**src/rtl/mmc1_serial_writer.sv**
```systemverilog
// ============================================================================
// Module      : mmc1_serial_writer
// Description : CPU-side bus master that serialises 5-bit MMC1 register loads
//               (and the D7 shift-register reset) onto the cartridge bus.
// Revision    : 1.0 - initial release
// ============================================================================
`default_nettype none

module mmc1_serial_writer #(
    parameter int M2_LOW_CLKS     = 3,
    parameter int M2_HIGH_CLKS    = 3,
    parameter int ROMSEL_DLY_CLKS = 1,
    parameter int GAP_CYCLES      = 1
) (
    input  logic       SYS_CLK,
    input  logic       SYS_RST,
    input  logic       CMD_VALID,
    output logic       CMD_READY,
    input  logic       CMD_RESET,
    input  logic [1:0] CMD_REG,
    input  logic [4:0] CMD_DATA,
    output logic       DONE,
    output logic       CPU_M2,
    output logic       nCPU_ROMSEL,
    output logic       nCPU_RW,
    output logic       CPU_A13,
    output logic       CPU_A14,
    output logic       CPU_D0,
    output logic       CPU_D7
);

    localparam int c_cyc_clks = M2_LOW_CLKS + M2_HIGH_CLKS;
    localparam int c_ph_w     = $clog2(c_cyc_clks);
    localparam int c_gap_w    = (GAP_CYCLES > 1) ? $clog2(GAP_CYCLES) : 1;

    localparam logic [c_ph_w-1:0]  c_ph_last    = c_ph_w'(c_cyc_clks - 1);
    localparam logic [c_ph_w-1:0]  c_ph_m2_rise = c_ph_w'(M2_LOW_CLKS);
    localparam logic [c_ph_w-1:0]  c_ph_sel     = c_ph_w'(M2_LOW_CLKS + ROMSEL_DLY_CLKS);
    localparam logic [c_gap_w-1:0] c_gap_last   = c_gap_w'(GAP_CYCLES - 1);
    localparam logic [2:0]         c_bit_last   = 3'd4;

    if (M2_LOW_CLKS < 1) begin : g_chk_low
        $error("M2_LOW_CLKS must be at least 1");
    end
    if (M2_HIGH_CLKS < 2) begin : g_chk_high
        $error("M2_HIGH_CLKS must be at least 2");
    end
    if (ROMSEL_DLY_CLKS < 1 || ROMSEL_DLY_CLKS >= M2_HIGH_CLKS) begin : g_chk_dly
        $error("ROMSEL_DLY_CLKS must be in 1..M2_HIGH_CLKS-1");
    end
    if (GAP_CYCLES < 1) begin : g_chk_gap
        $error("GAP_CYCLES must be at least 1");
    end

    typedef enum logic [1:0] {
        S_IDLE = 2'd0,
        S_WR   = 2'd1,
        S_GAP  = 2'd2
    } state_t;

    state_t               state_q, state_d;
    logic [c_ph_w-1:0]    phase_q, phase_d;
    logic [2:0]           bit_q, bit_d;
    logic [c_gap_w-1:0]   gap_q, gap_d;
    logic                 cmd_rst_q, cmd_rst_d;
    logic [1:0]           reg_q, reg_d;
    logic [4:0]           data_q, data_d;

    logic                 ready_q, ready_d;
    logic                 busy_q, busy_d;
    logic                 done_q, done_d;
    logic                 m2_q, m2_d;
    logic                 romsel_n_q, romsel_n_d;
    logic                 rw_n_q, rw_n_d;
    logic                 d0_q, d0_d;
    logic                 d7_q, d7_d;
    logic [1:0]           addr_q, addr_d;

    logic                 w_accept;
    logic                 w_cyc_end;

    assign w_accept  = CMD_VALID && ready_q;
    assign w_cyc_end = (phase_q == c_ph_last);

    always_ff @(posedge SYS_CLK or posedge SYS_RST) begin
        if (SYS_RST) begin
            state_q    <= S_IDLE;
            phase_q    <= '0;
            bit_q      <= '0;
            gap_q      <= '0;
            cmd_rst_q  <= 1'b0;
            reg_q      <= '0;
            data_q     <= '0;
            ready_q    <= 1'b1;
            busy_q     <= 1'b0;
            done_q     <= 1'b0;
            m2_q       <= 1'b0;
            romsel_n_q <= 1'b1;
            rw_n_q     <= 1'b1;
            d0_q       <= 1'b0;
            d7_q       <= 1'b0;
            addr_q     <= '0;
        end else begin
            state_q    <= state_d;
            phase_q    <= phase_d;
            bit_q      <= bit_d;
            gap_q      <= gap_d;
            cmd_rst_q  <= cmd_rst_d;
            reg_q      <= reg_d;
            data_q     <= data_d;
            ready_q    <= ready_d;
            busy_q     <= busy_d;
            done_q     <= done_d;
            m2_q       <= m2_d;
            romsel_n_q <= romsel_n_d;
            rw_n_q     <= rw_n_d;
            d0_q       <= d0_d;
            d7_q       <= d7_d;
            addr_q     <= addr_d;
        end
    end

    always_comb begin
        state_d   = state_q;
        phase_d   = phase_q;
        bit_d     = bit_q;
        gap_d     = gap_q;
        cmd_rst_d = cmd_rst_q;
        reg_d     = reg_q;
        data_d    = data_q;
        case (state_q)
            S_IDLE: begin
                if (w_accept) begin
                    state_d   = S_WR;
                    phase_d   = '0;
                    bit_d     = '0;
                    gap_d     = '0;
                    cmd_rst_d = CMD_RESET;
                    reg_d     = CMD_REG;
                    data_d    = CMD_DATA;
                end
            end
            S_WR: begin
                phase_d = w_cyc_end ? '0 : phase_q + 1'b1;
                if (w_cyc_end) begin
                    state_d = S_GAP;
                    gap_d   = '0;
                end
            end
            S_GAP: begin
                phase_d = w_cyc_end ? '0 : phase_q + 1'b1;
                if (w_cyc_end) begin
                    if (gap_q != c_gap_last) begin
                        gap_d = gap_q + 1'b1;
                    end else if (cmd_rst_q || bit_q == c_bit_last) begin
                        state_d = S_IDLE;
                    end else begin
                        state_d = S_WR;
                        bit_d   = bit_q + 1'b1;
                    end
                end
            end
            default: begin
                state_d = S_IDLE;
            end
        endcase
    end

    // Bus pins are a registered image of the sequencer state, so they lag it by
    // one clock and never glitch; DONE/READY share that same output stage.
    always_comb begin
        busy_d     = (state_q != S_IDLE);
        ready_d    = (state_q == S_IDLE) && !w_accept;
        done_d     = (state_q == S_IDLE) && busy_q;
        m2_d       = busy_d && (phase_q >= c_ph_m2_rise);
        romsel_n_d = !((state_q == S_WR) && (phase_q >= c_ph_sel));
        rw_n_d     = (state_q != S_WR);
        d0_d       = (state_q == S_WR) && !cmd_rst_q && data_q[bit_q];
        d7_d       = (state_q == S_WR) && cmd_rst_q;
        addr_d     = reg_q;
    end

    assign CMD_READY   = ready_q;
    assign DONE        = done_q;
    assign CPU_M2      = m2_q;
    assign nCPU_ROMSEL = romsel_n_q;
    assign nCPU_RW     = rw_n_q;
    assign CPU_A13     = addr_q[0];
    assign CPU_A14     = addr_q[1];
    assign CPU_D0      = d0_q;
    assign CPU_D7      = d7_q;

endmodule

`default_nettype wire

```
**config.mk**
```make
export PLATFORM = sky130hd
export DESIGN_NAME = mmc1_serial_writer
export DESIGN_NICKNAME = d
export VERILOG_FILES = /design/src/rtl/mmc1_serial_writer.sv
export SDC_FILE = /design/constraint.sdc
export NUM_CORES = 1
export LEC_CHECK = 0
export ABC_AREA = 1
export BUFFER_PORTS_ARGS = -buffer_cell sky130_fd_sc_hd__buf_4
export CORE_MARGIN = 4
export CORE_UTILIZATION = 48
export CTS_CLUSTER_SIZE = 30
export DETAILED_ROUTE_END_ITERATION = 8
export PLACE_DENSITY_LB_ADDON = 0.1
export REMOVE_ABC_BUFFERS = 1
export SLEW_MARGIN = 20
export SYNTH_ARGS = -nofsm -noshare
export SYNTH_HDL_FRONTEND = slang
export SYNTH_SLANG_ARGS = --single-unit
```
**constraint.sdc**
```tcl
create_clock -name SYS_CLK -period 1.3 [get_ports SYS_CLK]
set_input_delay 0.13 -clock SYS_CLK [delete_from_list [all_inputs] [get_ports SYS_CLK]]
set_output_delay 0.13 -clock SYS_CLK [all_outputs]
set_load 0.05 [all_outputs]
```
==> results.json, run 1 <==
{
  "overflow": 0,
  "syn_area_sq_um": 1180,
  "hp-class": "in -> reg",
  "num_rows": 17,
  "synth_top_area_share_pct": 48.78,
  "endpoint_kind": "flop",
  "synthArstFlopShare_pct": 100.0,
  "cts_tree": "done",
  "cts_buffers": 3,
  "ant_nets": 0,
  "die_area_sq_um": 3315,
  "p_per_area_nw_per_um2": 2496,
  "slew_violations": 0,
  "cp.arrival_ns": 1.53,
  "gp_congestion": 0.7776,
  "ir_drop_v": 0.001850,
  "critPathMaxStageDelay_ns": 0.41,
  "p_leak_uw": 0.0008280,
  "hold_viol_final": 0,
  "drt_iter0_drc": 18,
  "num_antenna_cells": 0,
  "nets": 189,
  "synth_edf_count": 0,
  "setup_slack_ns": -0.007356,
  "path_cells": "buf_4 -> ha_4 -> o21ai_0 -> nand2_1 -> nand2_1 -> o21ai_0",
  "synth_seq_cells": 26,
  "avgSynthCellArea_sq_um": 9.290,
  "tightest_slew_ns": 0.3269,
  "status": "finished with violations",
  "cts_root_buf": "clkbuf_4",
  "max_slew_margin_pct": 78.21,
  "drv_cap": 0,
  "clk_path_buf_depth": 2,
  "maxUsedRoutingLayer": "met4",
  "dr_wl_met3_um": 79,
  "dieHeight_um": 57.58,
  "period_share_pct": 100.6,
  "ys_types": 17,
  "yosysSeqAreaShare_pct": 55.46,
  "grt_util_all_layers_pct": 17.33,
  "grt_pass1_wl_um": 4388,
  "start_kind": "flop",
  "start_util_pct": 51.84,
  "synthCells": 127,
  "clk_latency_ns": 0.32,
  "yosysMostFrequentCell": "nand2_1",
  "wl_met2_um": 1378,
  "via_per_inst": 4.904,
  "cp_slowest_cell": "dfrtp_1",
  "cts.clk_slew.worst_paths_ns": 0.14,
  "wl_per_cell_um": 13.35,
  "drive_gt1_share_pct": 38.24,
  "first_global_vias": 1013,
  "ioPinCount": 20,
  "fmax_mhz": 764.9,
  "path_buf_inv": 1,
  "finClkSkew_ns": 0.004767,
  "synthTopCellsByArea": "dfrtp_1 (49%), nand2_1 (9.9%), ha_1 (7.4%)",
  "grt_setup_unrepaired": "true",
  "yosys.area.top_type": "dfrtp_1",
  "cp_top_family": "flip-flops",
  "ys.flop_type": "dfrtp_1",
  "critPathMaxFanout": 5,
  "cp.required_ns": 1.52,
  "via_count": 971,
  "syn_to_final_growth_pct": 37.43,
  "met1_length_um": 1125,
  "cts.sinks": 26,
  "synth_common_cells": "nand2_1 (31), dfrtp_1 (23), inv_1 (22), a21oi_1 (9), nor2_1 (9)",
  "finalSetupViolCount": 4,
  "final.setup.tns_ns": -0.01984,
  "final_util_pct": 71.25,
  "io_buffers": 19,
  "grt_antenna_before_repair": 0,
  "firstDrtPassIters": 4,
  "wl_um": 2644,
  "grt_max_degree": 27,
  "ys.warnings.count": 0,
  "violations": "negative setup slack",
  "core_area_sq_um": 2276,
  "dp_hpwl_um": 1829,
  "drc": 0,
  "cts-htree-levels": 1,
  "min_period_ns": 1.307,
  "fp.dieW_um": 57.58,
  "setup.worst_path.class": "reg -> reg"
}
-- final timing paths --
check                      slack [ns]        from  depth (start not counted)          to
max                            -0.007  state_q[1]                          6  state_q[1]
min                              0.05  CMD_REG[1]                          2   addr_d[1]
max reg2reg                    -0.007  state_q[1]                          6  state_q[1]
min reg2reg                      0.40   addr_d[0]                          0   addr_q[0]
max in group asynchronous        0.61     SYS_RST                          4     nCPU_RW
min in group asynchronous        0.40     SYS_RST                          4        DONE
-- per-layer routing --
layer,vias to the layer above,global-route usage (%)
li1,482,-
met1,467,21.70
met2,16,29.03
met3,6,2.715
met4,0,8.278
met5,-,0
-- sequential cells by signal, summed over array words and instances, names as in the netlist --
| name | flops |
|---|---|
| bit_q | 3 |
| CPU_D7 | 1 |
| CPU_M2 | 1 |
| data_q | 5 |
| addr_q | 2 |
| nCPU_RW | 1 |
| CPU_D0 | 1 |
| DONE | 1 |
| cmd_rst_q | 1 |
| addr_d | 2 |
| state_q | 2 |
| nCPU_ROMSEL | 1 |
| CMD_READY | 1 |
| busy_q | 1 |
| phase_q | 3 |
-- stage by stage --
step / hold slack [ns] / setup WS (ns) / instance area, sq um / cells / power (uW)
after detailed placement: 0.2136 / -0.1415 / 1463 / 188 / 3234
after global routing: 0.01546 / -0.1038 / 1622 / 198 / 4356
after floorplan: 0.1678 / -0.1940 / 1172 / 126 / 2537
after global placement: 0.2073 / -0.1140 / 1463 / 188 / 3166
after CTS: 0.03597 / 0.003154 / 1555 / 193 / 3779
final: 0.04559 / -0.007356 / 1622 / 198 / 4047
-- cell usage in the layout, fill, tap and decap left out, types with 2 or more instances in the layout --
| cell | count |
|---|---|
| a21oi_1 | 8 |
| buf_4 | 37 |
| buf_6 | 2 |
| clkbuf_4 | 3 |
| dfrtp_1 | 22 |
| dfstp_2 | 3 |
| ha_1 | 5 |
| ha_4 | 2 |
| inv_1 | 18 |
| inv_2 | 3 |
| mux2_2 | 3 |
| nand2_1 | 28 |
| nand2_2 | 3 |
| nand3_1 | 3 |
| nand3_2 | 2 |
| nand3b_1 | 3 |
| nand4_1 | 2 |
| nor2_1 | 9 |
| o21ai_0 | 4 |
-- layout make-up --
| class | instances | area [sq um] |
|---|---|---|
| Sequential cell | 26 | 655.6 |
| Multi-Input combinational cell | 78 | 509.2 |
| Fill cell | 178 | 654.4 |
| Tap cell | 28 | 35.03 |
| Inverter | 22 | 85.08 |
| Timing Repair Buffer | 40 | 310.3 |
| Clock buffer | 4 | 26.28 |
-- cell families after synthesis --
logic type | Yosys count | synth area share [%]
adder cells (fa/ha/maj) | 7 | 7.423
buffers and inverters | 23 | 7.636
AO/OA/AOI/OAI | 16 | 7.423
multiplexers | 3 | 2.863
flip-flops | 26 | 55.46
AND/OR/NAND/NOR | 52 | 19.19
-- where the power goes --
group / switching (uW) / internal [uW] / leakage, uW
sequential: 162 / 1170 / 0.000313
clock: 233 / 120 / 0.0000150
combinational: 1380 / 990 / 0.000500
-- timing repair --
item	CTS	global route
pin swaps	4	8
hold endpoints to repair	23	0
hold buffers	1	0
endpoints found under the setup margin	11	14
resized for setup	14	9
buffers inserted	0	5
Power figures use the tool's default switching activity.
==> run 2, diff against run 1 <==
--- a/config.mk
+++ b/config.mk
@@ -13,6 +13,7 @@
 export DETAILED_ROUTE_END_ITERATION = 8
 export PLACE_DENSITY_LB_ADDON = 0.1
 export REMOVE_ABC_BUFFERS = 1
+export SKIP_CTS_REPAIR_TIMING = 1
 export SLEW_MARGIN = 20
 export SYNTH_ARGS = -nofsm -noshare
 export SYNTH_HDL_FRONTEND = slang
==> constraint.sdc (replaced) <==
create_clock -name SYS_CLK -period 1.3 [get_ports SYS_CLK]
set_input_delay 0.065 -clock SYS_CLK [delete_from_list [all_inputs] [get_ports SYS_CLK]]
set_output_delay 0.065 -clock SYS_CLK [all_outputs]
set_load 0.05 [all_outputs]
==> results.json, run 2 (same netlist as run 1, synthesis figures left out) <==
{
  "hp-class": "in -> reg",
  "p_leak_uw": 0.0008381,
  "status": "finished with violations",
  "io_buffers": 19,
  "path_cells": "inv_2 -> buf_4 -> ha_4 -> nand3_4 -> o21ai_4 -> buf_4 -> nand3b_1 -> nand2_1",
  "cts_buffers": 3,
  "cp.arrival_ns": 1.58,
  "num_antenna_cells": 0,
  "seqCellArea_sq_um": 655.6,
  "largest_reg_flops": 5,
  "cts-htree-levels": 1,
  "p_per_area_nw_per_um2": 2409,
  "cts_tree": "done",
  "critPathMaxStageDelay_ns": 0.41,
  "cp_slowest_cell": "dfrtp_1",
  "die_area_sq_um": 3315,
  "first_global_vias": 954,
  "grt_pass1_wl_um": 4146,
  "wl_per_cell_um": 12.38,
  "dp_hpwl_um": 1829,
  "tightest_slew_ns": 0.3237,
  "period_share_pct": 101.2,
  "cts.clk_slew.worst_paths_ns": 0.14,
  "gp_congestion": 0.7776,
  "cts.sinks": 26,
  "place_area_sq_um": 1463,
  "ir_drop_v": 0.001754,
  "grt_util_all_layers_pct": 16.17,
  "cts_root_buf": "clkbuf_4",
  "mostFrequentLayoutCells": "buf_4 (37), nand2_1 (29), dfrtp_1 (22), inv_1 (18), nor2_1 (9)",
  "clk_path_buf_depth": 2,
  "slew_violations": 0,
  "start_util_pct": 51.84,
  "core_area_sq_um": 2276,
  "finClkSkew_ns": 0.007174,
  "cpMostUsedCell": "buf_4",
  "drc": 0,
  "endpoint_kind": "flop",
  "total_power_uw": 3969,
  "setup_slack_ns": -0.01555,
  "setup.worst_path.class": "reg -> reg",
  "dpl_worst_slack_ns": -0.1415,
  "ioPinCount": 20,
  "min_period_ns": 1.316,
  "overflow": 0,
  "dieHeight_um": 57.58,
  "drive_gt1_share_pct": 36.42,
  "multi_input_area_sq_um": 506.7,
  "grt_setup_unrepaired": "true",
  "grt_max_degree": 27,
  "final.setup.tns_ns": -0.03327,
  "hold_viol_final": 1,
  "clk_latency_ns": 0.32,
  "drt_iter0_drc": 21,
  "fin_area_sq_um": 1648,
  "timing.hold.ws_ns": -0.001232,
  "num_rows": 17,
  "fmax_mhz": 760.1,
  "start_kind": "flop",
  "critPathMaxFanout": 5,
  "nets": 192,
  "cp.required_ns": 1.56,
  "drv_cap": 0,
  "via_count": 972,
  "via_per_inst": 4.836,
  "wl_um": 2489,
  "ant_nets": 0,
  "max_slew_margin_pct": 78.42,
  "firstDrtPassIters": 4,
  "violations": "negative hold slack, negative setup slack",
  "largest_register": "data_q",
  "fill_cells": 179,
  "largestRegisters": "data_q (5), bit_q (3), phase_q (3)",
  "syn_to_final_growth_pct": 39.66,
  "finalSetupViolCount": 3,
  "fp.dieW_um": 57.58,
  "grt_antenna_before_repair": 0,
  "layout_commonest_cell": "buf_4"
}
[run 2: cell count changes in the layout (fill, tap and decap cells not counted)]
cell / previous run / this run
o21ai_0: 4 / 3
o21ai_1: 1 / 2
nand2_2: 3 / 2
nand2_1: 28 / 29
dlygate4sd3_1: 1 / 5
buf_6: 2 / 1
[run 2: layout make-up]
| cell class | instances | area share (%) |
|---|---|---|
| Clock buffer | 4 | 1.595 |
| Inverter | 22 | 5.163 |
| Multi-Input combinational cell | 78 | 30.75 |
| Sequential cell | 26 | 39.79 |
| Tap cell | 28 | 2.126 |
| Timing Repair Buffer | 43 | 20.58 |
[run 2: per-layer routing]
metal / share of wire (%) / GRT usage, % / vias up / wire, um
li1: - / - / 486 / -
met1: 46 / 21.61 / 465 / 1144
met2: 49 / 26.29 / 17 / 1230
met3: 3.3 / 2.715 / 4 / 81
met4: 1.4 / 5.960 / 0 / 34
met5: 0 / 0 / - / 0
[run 2: worst max-delay path, delay by kind of cell, from the launching register on]
| kind | cells | cell delay, ns |
|---|---|---|
| compound gates | 1 | 0.09 |
| fa+ha+maj | 1 | 0.19 |
| buf+inv | 3 | 0.33 |
| flops | 1 | 0.41 |
| simple gates | 3 | 0.23 |
[run 2: metrics by stage]
step	std cells	hold slack (ns)	util, %
2_1_floorplan	126	0.1028	-
3_3_place_gp	188	0.1423	64.27
3_5_place_dp	188	0.1486	64.27
4_1_cts	192	-0.2129	65.42
5_1_grt	201	0.004863	72.40
6_report	201	-0.001232	72.40
[run 2: final timing paths]
check | start | to | slack [ns] | cells after the start
setup / recovery | state_q[0] | bit_q[1] | -0.02 | 8
hold / removal | CMD_RESET | cmd_rst_q | -0.001 | 3
setup reg to reg | state_q[0] | bit_q[1] | -0.02 | 8
hold reg to reg | addr_d[0] | addr_q[0] | 0.40 | 0
max in group asynchronous | SYS_RST | nCPU_RW | 0.67 | 4
min in group asynchronous | SYS_RST | DONE | 0.34 | 4
[run 2: power by group]
group | internal [uW] | leakage [uW] | switching, uW | total (uW)
registers | 1160 | 0.000313 | 161 | 1330
clock network | 120 | 0.0000150 | 229 | 349
logic | 967 | 0.000510 | 1330 | 2290
total | 2250 | 0.000838 | 1720 | 3970
==> run 3, diff against run 2 <==
--- a/config.mk
+++ b/config.mk
@@ -5,7 +5,6 @@
 export SDC_FILE = /design/constraint.sdc
 export NUM_CORES = 1
 export LEC_CHECK = 0
-export ABC_AREA = 1
 export BUFFER_PORTS_ARGS = -buffer_cell sky130_fd_sc_hd__buf_4
 export CORE_MARGIN = 4
 export CORE_UTILIZATION = 48
==> results.json, run 3 <==
{
  "grt_antenna_before_repair": 0,
  "hold_viol_final": 0,
  "dp_hpwl_um": 1685,
  "grtUsageMet1_pct": 17.91,
  "path_cells": "inv_2 -> ha_4 -> nand2_4 -> inv_4 -> or3_4 -> o41ai_2",
  "hp-class": "in -> reg",
  "p_per_area_nw_per_um2": 823.8,
  "fmax_mhz": 665.4,
  "cp.required_ns": 1.55,
  "min_period_ns": 1.503,
  "use_met3_pct": 2.450,
  "ys.flop_type": "dfrtp_1",
  "grt_busiest_layer": "met2",
  "synthArstFlopShare_pct": 100.0,
  "avgSynthCellArea_sq_um": 11.99,
  "drc": 0,
  "ant_nets": 0,
  "r2r.worst_path.cells": 6,
  "violations": "negative setup slack",
  "ys.warnings.count": 0,
  "slew_violations": 0,
  "period_share_pct": 115.6,
  "max_slew_margin_pct": 77.78,
  "dpl.cell_count": 166,
  "clk_latency_ns": 0.33,
  "synthTopCellsByArea": "dfrtp_1 (48%), mux2_2 (7.6%), ha_1 (7.4%)",
  "syn_area_sq_um": 1187,
  "largest_register": "data_q",
  "wl_per_cell_um": 14.32,
  "yosys.area.top_type": "dfrtp_1",
  "core_area_sq_um": 2276,
  "ys_types": 31,
  "setup_slack_ns": -0.2028,
  "via_count": 944,
  "min_from": "CMD_VALID",
  "r2r_slack_ns": -0.20,
  "endpoint_kind": "flop",
  "num_rows": 17,
  "critPathMaxFanout": 4,
  "status": "finished with violations",
  "start_util_pct": 52.17,
  "firstDrtPassIters": 4,
  "dieHeight_um": 57.74,
  "grt_setup_unrepaired": "true",
  "first_global_vias": 895,
  "hold_end": "CMD_READY",
  "min_path_cells": 5,
  "drive_gt1_share_pct": 51.97,
  "dpl_worst_slack_ns": -0.2423,
  "critPathMaxStageDelay_ns": 0.44,
  "timing.hold.ws_ns": 0.1286,
  "total_power_uw": 1450,
  "cts.sinks": 26,
  "fin_cells": 180,
  "largest_reg_flops": 5,
  "io_buffers": 19,
  "cts.clk_slew.worst_paths_ns": 0.15,
  "wl_um": 2577,
  "num_antenna_cells": 0,
  "synth_common_cells": "dfrtp_1 (23), inv_1 (10), mux2_2 (8), ha_1 (7), nand2_1 (6)",
  "finalSetupViolCount": 15,
  "start_kind": "flop",
  "drt_iter0_drc": 16,
  "rr_startpoint": "state_q[1]",
  "ioPinCount": 20,
  "synth_edf_count": 0,
  "yosysMostFrequentCell": "dfrtp_1",
  "tightest_slew_ns": 0.3333,
  "cp.arrival_ns": 1.75,
  "yosysSeqAreaShare_pct": 55.11,
  "nets": 171,
  "layout_commonest_cell": "buf_4",
  "timing.rr.end": "phase_q[1]",
  "cp_slowest_cell": "dfrtp_2",
  "synth_top_area_share_pct": 48.47,
  "gp_congestion": 0.8419,
  "grt_pass1_wl_um": 3836,
  "p_leak_uw": 0.0008608,
  "grt_util_all_layers_pct": 14.70,
  "synth_seq_cells": 26,
  "mostFrequentLayoutCells": "buf_4 (39), dfrtp_1 (22), dlygate4sd3_1 (9), mux2_2 (8), inv_1 (7)",
  "die_area_sq_um": 3333,
  "synthCells": 99,
  "cts_buffers": 3,
  "syn_to_final_growth_pct": 48.26,
  "largestRegisters": "data_q (5), bit_q (3), phase_q (3)",
  "finClkSkew_ns": 0.003367,
  "drv_cap": 0,
  "cts_tree": "done",
  "via_per_inst": 5.244,
  "met2_usage_pct": 26.13,
  "fp.dieW_um": 57.74,
  "cts-htree-levels": 1,
  "cts_root_buf": "clkbuf_4",
  "overflow": 0,
  "grt_max_degree": 27,
  "ir_drop_v": 0.0007937,
  "setup.worst_path.class": "reg -> reg",
  "clk_path_buf_depth": 2
}
## run 3: stage by stage
step | setup TNS (ns) | utilization (%) | cell area (sq um)
CTS | -2.907 | 68.88 | 1568
floorplan | -1.269 | - | 1187
global route | -2.122 | 77.35 | 1760
detailed placement | -2.203 | 66.57 | 1515
finish | -1.243 | 77.35 | 1760
global placement | -1.351 | 66.57 | 1515
## run 3: layout make-up
class,instances,area [sq um]
sequential,26,655.6
multi-input combinational,62,579.3
fill,132,515.5
timing repair buffer,49,394.1
inverter,11,43.79
tap,28,35.03
clock inverter,1,30.03
clock buffer,3,22.52
## run 3: cell families after synthesis
family,after synthesis,share of synthesized area [%]
adders and majority gates,7,7.376
muxes,10,9.273
and+or+nand+nor,27,14.12
AOI/OAI and AO/OA,18,10.43
buffers and inverters,11,3.689
DFF,26,55.11
## run 3: worst max-delay path by stage
stage	slack, ns	start	endpoint
finish	-0.20	state_q[1]	phase_q[1]
global route	-0.28	state_q[1]	phase_q[1]
CTS	-0.28	state_q[1]	phase_q[1]
detailed placement	-0.24	state_q[1]	phase_q[1]
global placement	-0.14	state_q[1]	phase_q[1]
floorplan	-0.30	CMD_READY	phase_q[1]
## run 3: report_power, final
group | switching [uW] | internal (uW) | leakage [uW]
Combinational | 25.9 | 38.8 | 0.000502
Clock | 264 | 312 | 0.0000279
Sequential | 0 | 810 | 0.000331
Total | 290 | 1160 | 0.000861
## run 3: layer usage
layer / part of all wire, % / routed length (um)
met1: 41 / 1058
met2: 52 / 1335
met3: 5.4 / 140
met4: 1.7 / 43
met5: 0 / 0
## run 3: critical path, delay by kind of cell, from the launching register on
| kind | cells | cell delay [ns] |
|---|---|---|
| and+or+nand+nor | 2 | 0.43 |
| AOI/OAI and AO/OA | 1 | 0.27 |
| DFF | 1 | 0.44 |
| buffers and inverters | 2 | 0.11 |
| adders and majority gates | 1 | 0.18 |
